`config.mk`:
```
export PLATFORM = sky130hd
export DESIGN_NAME = keyed_ring_perm_stage
export DESIGN_NICKNAME = d
export VERILOG_FILES = /design/src/rtl/krps_pkg.sv /design/src/rtl/krps_ring_rotate.sv /design/src/rtl/keyed_ring_perm_stage.sv
export SDC_FILE = /design/constraint.sdc
export NUM_CORES = 1
export LEC_CHECK = 0
export BUFFER_PORTS_ARGS = -buffer_cell sky130_fd_sc_hd__buf_2
export CORE_MARGIN = 5
export CORE_UTILIZATION = 26
export DETAILED_ROUTE_END_ITERATION = 10
export SLEW_MARGIN = 0
export SYNTH_ARGS = -nofsm -noshare
export SYNTH_HDL_FRONTEND = slang
export SYNTH_SLANG_ARGS = --single-unit
```
`constraint.sdc`:
```
create_clock -name clk -period 31.7 [get_ports clk]
set_input_delay 9.51 -clock clk [delete_from_list [all_inputs] [get_ports clk]]
set_output_delay 9.51 -clock clk [all_outputs]
set_load 0.005 [all_outputs]
```
`src/rtl/krps_pkg.sv`:
```
// Shared helpers for the keyed ring permutation stage: ring geometry and direction encoding.
package krps_pkg;

    localparam logic DIR_CW  = 1'b0;
    localparam logic DIR_CCW = 1'b1;

    // Width of the ring select: enough to name every concentric ring, never less than 1 bit.
    function automatic int ring_w(input int n);
        int rings;
        rings = (n + 1) / 2;
        return (rings <= 1) ? 1 : $clog2(rings);
    endfunction

    function automatic int ring_of(input int i, input int j, input int n);
        int m;
        m = i;
        if (j < m)         m = j;
        if (n - 1 - i < m) m = n - 1 - i;
        if (n - 1 - j < m) m = n - 1 - j;
        return m;
    endfunction

endpackage

```
`src/rtl/krps_ring_rotate.sv`:
```
// Combinational 90-degree rotation of one concentric ring of an NxN byte matrix.
// Zero latency; no flow control. Ring selects beyond the last ring leave the block untouched.
module krps_ring_rotate import krps_pkg::*; #(
    parameter int N      = 4,
    parameter int BYTE_W = 8
) (
    input  logic [N*N*BYTE_W-1:0] data_i,
    input  logic [ring_w(N)-1:0]  ring_i,
    input  logic                  dir_i,
    output logic [N*N*BYTE_W-1:0] data_o
);

    localparam int RW = ring_w(N);

    for (genvar i = 0; i < N; i++) begin : g_row
        for (genvar j = 0; j < N; j++) begin : g_col
            localparam int DST     = i * N + j;
            localparam int SRC_CW  = (N - 1 - j) * N + i;
            localparam int SRC_CCW = j * N + (N - 1 - i);
            localparam logic [RW-1:0] RING = RW'(ring_of(i, j, N));

            // Source positions are fixed per element; only the ring match and direction are dynamic.
            logic [BYTE_W-1:0] rot;
            assign rot = (dir_i == DIR_CW) ? data_i[SRC_CW*BYTE_W +: BYTE_W]
                                           : data_i[SRC_CCW*BYTE_W +: BYTE_W];
            assign data_o[DST*BYTE_W +: BYTE_W] = (ring_i == RING) ? rot
                                                                  : data_i[DST*BYTE_W +: BYTE_W];
        end
    end

endmodule

```
`src/rtl/keyed_ring_perm_stage.sv`:
```
// Keyed ring-rotation pipeline stage: 1-cycle latency, output register plus one-entry skid;
// in_ready depends only on skid occupancy. Defining KRPS_INV_EN adds in_inv to flip direction.
module keyed_ring_perm_stage import krps_pkg::*; #(
    parameter int N      = 4,
    parameter int BYTE_W = 8,
    parameter int CNT_W  = 16
) (
    input  logic                  clk,
    input  logic                  reset,
    input  logic                  in_valid,
    output logic                  in_ready,
    input  logic [N*N*BYTE_W-1:0] in_data,
    input  logic [ring_w(N)-1:0]  in_ring,
    input  logic                  in_dir,
`ifdef KRPS_INV_EN
    input  logic                  in_inv,
`endif
    output logic                  out_valid,
    input  logic                  out_ready,
    output logic [N*N*BYTE_W-1:0] out_data,
    output logic [CNT_W-1:0]      blk_cnt
);

    localparam int DW = N * N * BYTE_W;

    logic          dir_eff;
    logic [DW-1:0] perm;
    logic [DW-1:0] or_q, or_d;
    logic [DW-1:0] sk_q, sk_d;
    logic          or_v_q, or_v_d;
    logic          sk_v_q, sk_v_d;
    logic [CNT_W-1:0] cnt_q, cnt_d;
    logic          accept;
    logic          drain;

`ifdef KRPS_INV_EN
    assign dir_eff = in_dir ^ in_inv;
`else
    assign dir_eff = in_dir;
`endif

    krps_ring_rotate #(
        .N      (N),
        .BYTE_W (BYTE_W)
    ) u_rot (
        .data_i (in_data),
        .ring_i (in_ring),
        .dir_i  (dir_eff),
        .data_o (perm)
    );

    assign in_ready = !sk_v_q;
    assign accept   = in_valid && !sk_v_q;
    assign drain    = or_v_q && out_ready;

    // Skid holds already-permuted data, so the key never outlives its accept cycle.
    always_comb begin
        or_d   = or_q;
        sk_d   = sk_q;
        or_v_d = or_v_q;
        sk_v_d = sk_v_q;
        cnt_d  = cnt_q;
        if (drain) begin
            cnt_d = cnt_q + CNT_W'(1);
        end
        if (drain && sk_v_q) begin
            or_d   = sk_q;
            sk_v_d = 1'b0;
        end else if (accept && (!or_v_q || drain)) begin
            or_d   = perm;
            or_v_d = 1'b1;
        end else if (accept) begin
            sk_d   = perm;
            sk_v_d = 1'b1;
        end else if (drain) begin
            or_v_d = 1'b0;
        end
    end

    always_ff @(posedge clk or posedge reset) begin
        if (reset) begin
            or_q   <= '0;
            sk_q   <= '0;
            or_v_q <= 1'b0;
            sk_v_q <= 1'b0;
            cnt_q  <= '0;
        end else begin
            or_q   <= or_d;
            sk_q   <= sk_d;
            or_v_q <= or_v_d;
            sk_v_q <= sk_v_d;
            cnt_q  <= cnt_d;
        end
    end

    assign out_valid = or_v_q;
    assign out_data  = or_q;
    assign blk_cnt   = cnt_q;

endmodule

```
# Word level (Yosys, flattened, before mapping)
# Cells that the tools add are included.
# word_totals
regBits	274
# op_classes
addsub	1
eq_ne	2
n_mux	40
bitwise	2
reduce_logical	13
# op_table
cell	n
$mux 128	2
$mux 8	32
$add 16x1->16 const B	1
$mux 1	6
$reduce_and 3->1	2
$reduce_bool 2->1	3
$logic_and 1x1->1	4
$logic_not 1->1	2
$ne 2x1->1 const B	1
$ne 2x2->1 const B	1
$not 1->1	2
$reduce_and 2->1	1
$logic_or 1x1->1	1

# Longest topological paths before layout
# logic_depth
depth_word	5
ltp_mapped	8

# Modules after synthesis
# Synthesis repeated with hierarchy kept, for this count alone.
# hier_totals
cells_unflattened	1326
area_unflattened_um2	13665.6
# modules_own_cells
module	instances	cells_each	area_each_um2	seq_area_each_um2
keyed_ring_perm_stage	1	900	10943.0	6856.6
krps_ring_rotate	1	426	2722.6	0.0

# Worst setup path after synthesis
# OpenSTA, ideal clock, no wires.
# synth_timing
path_type	in2reg
from	input port in_valid
to	register sk_q[62]
setup_ps	133
arrival_ps	10520
required_time_ps	31567
slack_ps	21047
stages	8
path_buffers	4
path_cell_list	nor2b_1 -> nand3b_1 -> buf_2 -> buf_2 -> buf_6 -> buf_4 -> nand2_1 -> o21ai_0
# synth_between
elab_chain_cells	4
# synth_rtl
item	line_no	source
start, declared	keyed_ring_perm_stage.sv:10	input logic in_valid,
$logic_and 1x1->1 *	keyed_ring_perm_stage.sv:53	assign accept = in_valid && !sk_v_q;
$logic_and 1x1->1	keyed_ring_perm_stage.sv:69	end else if (accept && (!or_v_q || drain)) begin
$not 1->1 (no line)	--	
$reduce_and 3->1 (no line) *	--	
end signal, assigned	keyed_ring_perm_stage.sv:89	sk_q <= sk_d;
end, declared	keyed_ring_perm_stage.sv:29	logic [DW-1:0] sk_q, sk_d;
# Mark *: on every way between the ends. The rest lies on a longest branch, timed or not.
# A chain may end at the register's enable or synchronous reset.

# Worst setup path in the final report
# layout_timing
from	input port in_dir
to	register or_q[28] (netlist: out_data[28])
# layout_between
elab_chain_cells	4
# layout_rtl
item	line_no	source
start, declared	keyed_ring_perm_stage.sv:14	input logic in_dir,
$mux 8	krps_ring_rotate.sv:24	assign rot = (dir_i == DIR_CW) ? data_i[SRC_CW*BYTE_W +: BYTE_W]
$mux 8	krps_ring_rotate.sv:26	assign data_o[DST*BYTE_W +: BYTE_W] = (ring_i == RING) ? rot
$mux 128	keyed_ring_perm_stage.sv:69	
$mux 128	keyed_ring_perm_stage.sv:66	if (drain && sk_v_q) begin
end signal, assigned	keyed_ring_perm_stage.sv:88	or_q <= or_d;
end, declared	keyed_ring_perm_stage.sv:28	logic [DW-1:0] or_q, or_d;
# Every way passes these cells. The select of a mux whose other input is x is not followed.

==> impl_metrics.py <==
metrics = {
    "hold_path": {
        "hp-start": "sk_q[8]",
        "min_to": "out_data[8]",
        "hold_path.class": "flop to flop",
        "hold_depth": 2,
    },
    "routing": {
        "route.detailed.drc": 0,
        "viasPerCell": 4.78,
        "ant_nets": 0,
        "drt-initial-drc-count": 728,
        "wl_per_cell_um": 19.8,
        "vias": 11400,
        "drt_first_pass_iters": 5,
        "wl_mm": 47.4,
    },
    "final_layout": {
        "final_common_cell": "nand2_1",
        "drive_gt1_frac": 0.211,
        "final_nets": 1819,
        "area_delta_synth_final_pct": 23.4,
        "final_cell_mix": "nand2_1, buf_2, dfrtp_1",
    },
    "clocking": {
        "cts_htree_levels": 2,
        "post_cts_resized": 0,
        "cts_buffers": 36,
        "clock-sinks": 274,
        "clk_latency_ps": 550,
        "clockRootBuffer": "clkbuf_16",
        "clk_pin_slew_ps": 60,
        "cts_tree": "built",
        "postCtsSetupBuffers": 0,
        "cts_max_path_buffers": 3,
        "hold_buffers": 0,
    },
    "setup_path": {
        "crit_arrival_ps": 12230,
        "rr_startpoint": "sk_v_q",
        "worstReg2RegEnd": "out_data[88]",
        "cp_max_fo": 53,
        "rr_worst_depth": 7,
        "required_ps": 32080,
        "start_kind": "input port",
        "end_kind": "flop",
        "ff2ff_setup_slack_ps": 28580,
        "crit_type": "input port to flop",
    },
    "grt": {
        "grt_max_degree": 257,
        "grt_pass1_vias": 10800,
        "antenna_found_initial": 8,
        "overflow": 0,
        "grt_pass1_wl_mm": 70.3,
        "grt_usage": 0.163,
    },
    "yosys": {
        "synth_warnings": 0,
        "synthAdderAreaFrac": 0.000939,
        "synth_top_area_frac": 0.515,
        "synth_top_family_by_area": "compound AO/OA/AOI/OAI gates",
        "synth_nets": 1602,
        "yosys.area.top_type": "dfrtp_1",
        "avgSynthCellArea_sq_um": 9.08,
        "synth_compound_area_frac": 0.182,
        "synthXorXnorAreaFrac": 0.00986,
        "synthSimpleGateAreaFrac": 0.120,
        "synth_seq_cells": 274,
        "syn_inst": 1467,
        "synth_area_sq_um": 13300,
        "yosysSeqAreaShare": 0.515,
        "yosys-top-cells-area": "dfrtp_1, mux2i_1, o221ai_1, nand2_1, o21ai_0",
        "synth.mux.area_fraction": 0.0970,
        "synth_cell_type_count": 29,
    },
    "timing": {
        "final_max_slew_viol_count": 0,
        "fin_worst_skew_ps": 18.5,
        "finalCritPeriodShare": 0.374,
        "setup_tns_ps": 0,
        "setup_violations": 0,
        "rsz0062_at_grt": "false",
        "timing.final.crit_period_ps": 11850,
        "tightest_slew_ps": 1200,
        "max_freq_mhz": 84.4,
        "setup_ws_ps": 19850,
        "hold_viol": 0,
        "relSlewSlack": 0.198,
    },
    "floorplan": {
        "fp.dieH_um": 236,
        "chipWidth_um": 236,
        "core-area_sq_um": 51100,
        "dieArea_sq_um": 55900,
        "ioPinCount": 280,
        "floorplan.initialDensity": 0.261,
        "num_rows": 83,
    },
    "power_and_ir_drop": {
        "peakVddDrop_mv": 0.0527,
        "power_density_nw_per_um2": 90.8,
        "p_leak_nw": 7.96,
    },
    "status": {
        "outcome": "finished, final reports clean",
    },
    "placement": {
        "place.gp.congestion": 0.840,
        "dp_hpwl_mm": 33.0,
        "dp_slack_ps": 19280,
        "port_buffers": 279,
    },
    "flow_run": {
        "cap_violations": 0,
    },
}
## registers in the layout (all words and copies together) (netlist names)
signal / flops
out_data: 128
sk_q: 128
blk_cnt: 16
out_valid: 1
sk_v_q: 1
## critical path, stage by stage
cell	delay, ps
buf_6	280
buf_4	770
buf_4	770
mux2i_1	260
nor2_1	50
a21oi_1	300
o221ai_1	170
## synth_stat cells, drive strengths merged
cell,n
nand2,295
buf,57
nand3,3
nor2,104
nand3b,1
xnor2,9
and3,1
ha,1
o221ai,128
dfrtp,274
mux2i,128
or4,1
inv,132
o21ai,162
nand4,4
nor2b,1
a21oi,99
nor4,1
or2,2
and4,1
mux2,1
xor2,6
clkbuf,56
## final cells by class
type	instances	area, sq um
Antenna cell	4	10.0
Clock buffer	50	1030
Tap cell	680	851
Multi-Input combinational cell	948	5500
Fill cell	5349	34600
Inverter	132	503
Clock inverter	13	174
Sequential cell	274	6860
Timing Repair Buffer	292	1520
## cells by family after synthesis
family,Yosys count
DFF,274
xor gates and xnor gates,15
muxes,129
adders and majority gates,1
and+or+nand+nor,414
buffers and inverters,245
AOI/OAI and AO/OA,389
## layer usage
metal	part of all wire	up-vias	wire length [um]	global-route usage
met4	0.034	6	1620	0.0586
li1	-	5480	-	-
met1	0.44	5528	20900	0.218
met5	0.00059	-	28	0
met2	0.43	343	20400	0.236
met3	0.095	84	4480	0.0657
## stage by stage
stage	hold slack (ps)	instances	util	instance area [sq um]	power [W]
6_report	469	2393	0.322	16400	0.00149
5_1_grt	489	2391	0.322	16400	0.00160
4_1_cts	467	2389	0.322	16400	0.00152
3_5_place_dp	464	2326	0.298	15200	0.00109
3_3_place_gp	460	2326	0.298	15200	0.00107
2_1_floorplan	448	1467	-	13300	0.000851
## report_power, final
group | switching [W] | leakage [nW] | internal [W] | total (W)
registers | 0.0000946 | 3.44 | 0.000512 | 0.000607
clock network | 0.000165 | 0.599 | 0.000254 | 0.000418
logic | 0.000292 | 3.92 | 0.000175 | 0.000467
## worst max path at each step
| stage | from | slack (ps) | cells past startpoint | to |
|---|---|---|---|---|
| finish | in_dir | 19850 | 7 | out_data[28] |
| global route | in_dir | 19700 | 7 | out_data[28] |
| CTS | in_dir | 19890 | 7 | out_data[28] |
| detailed placement | in_dir | 19280 | 7 | out_data[28] |
| global placement | in_dir | 19340 | 7 | out_data[28] |
| floorplan | reset | 14640 | 1 | blk_cnt[0] |
(Power assumes the default switching activity.)
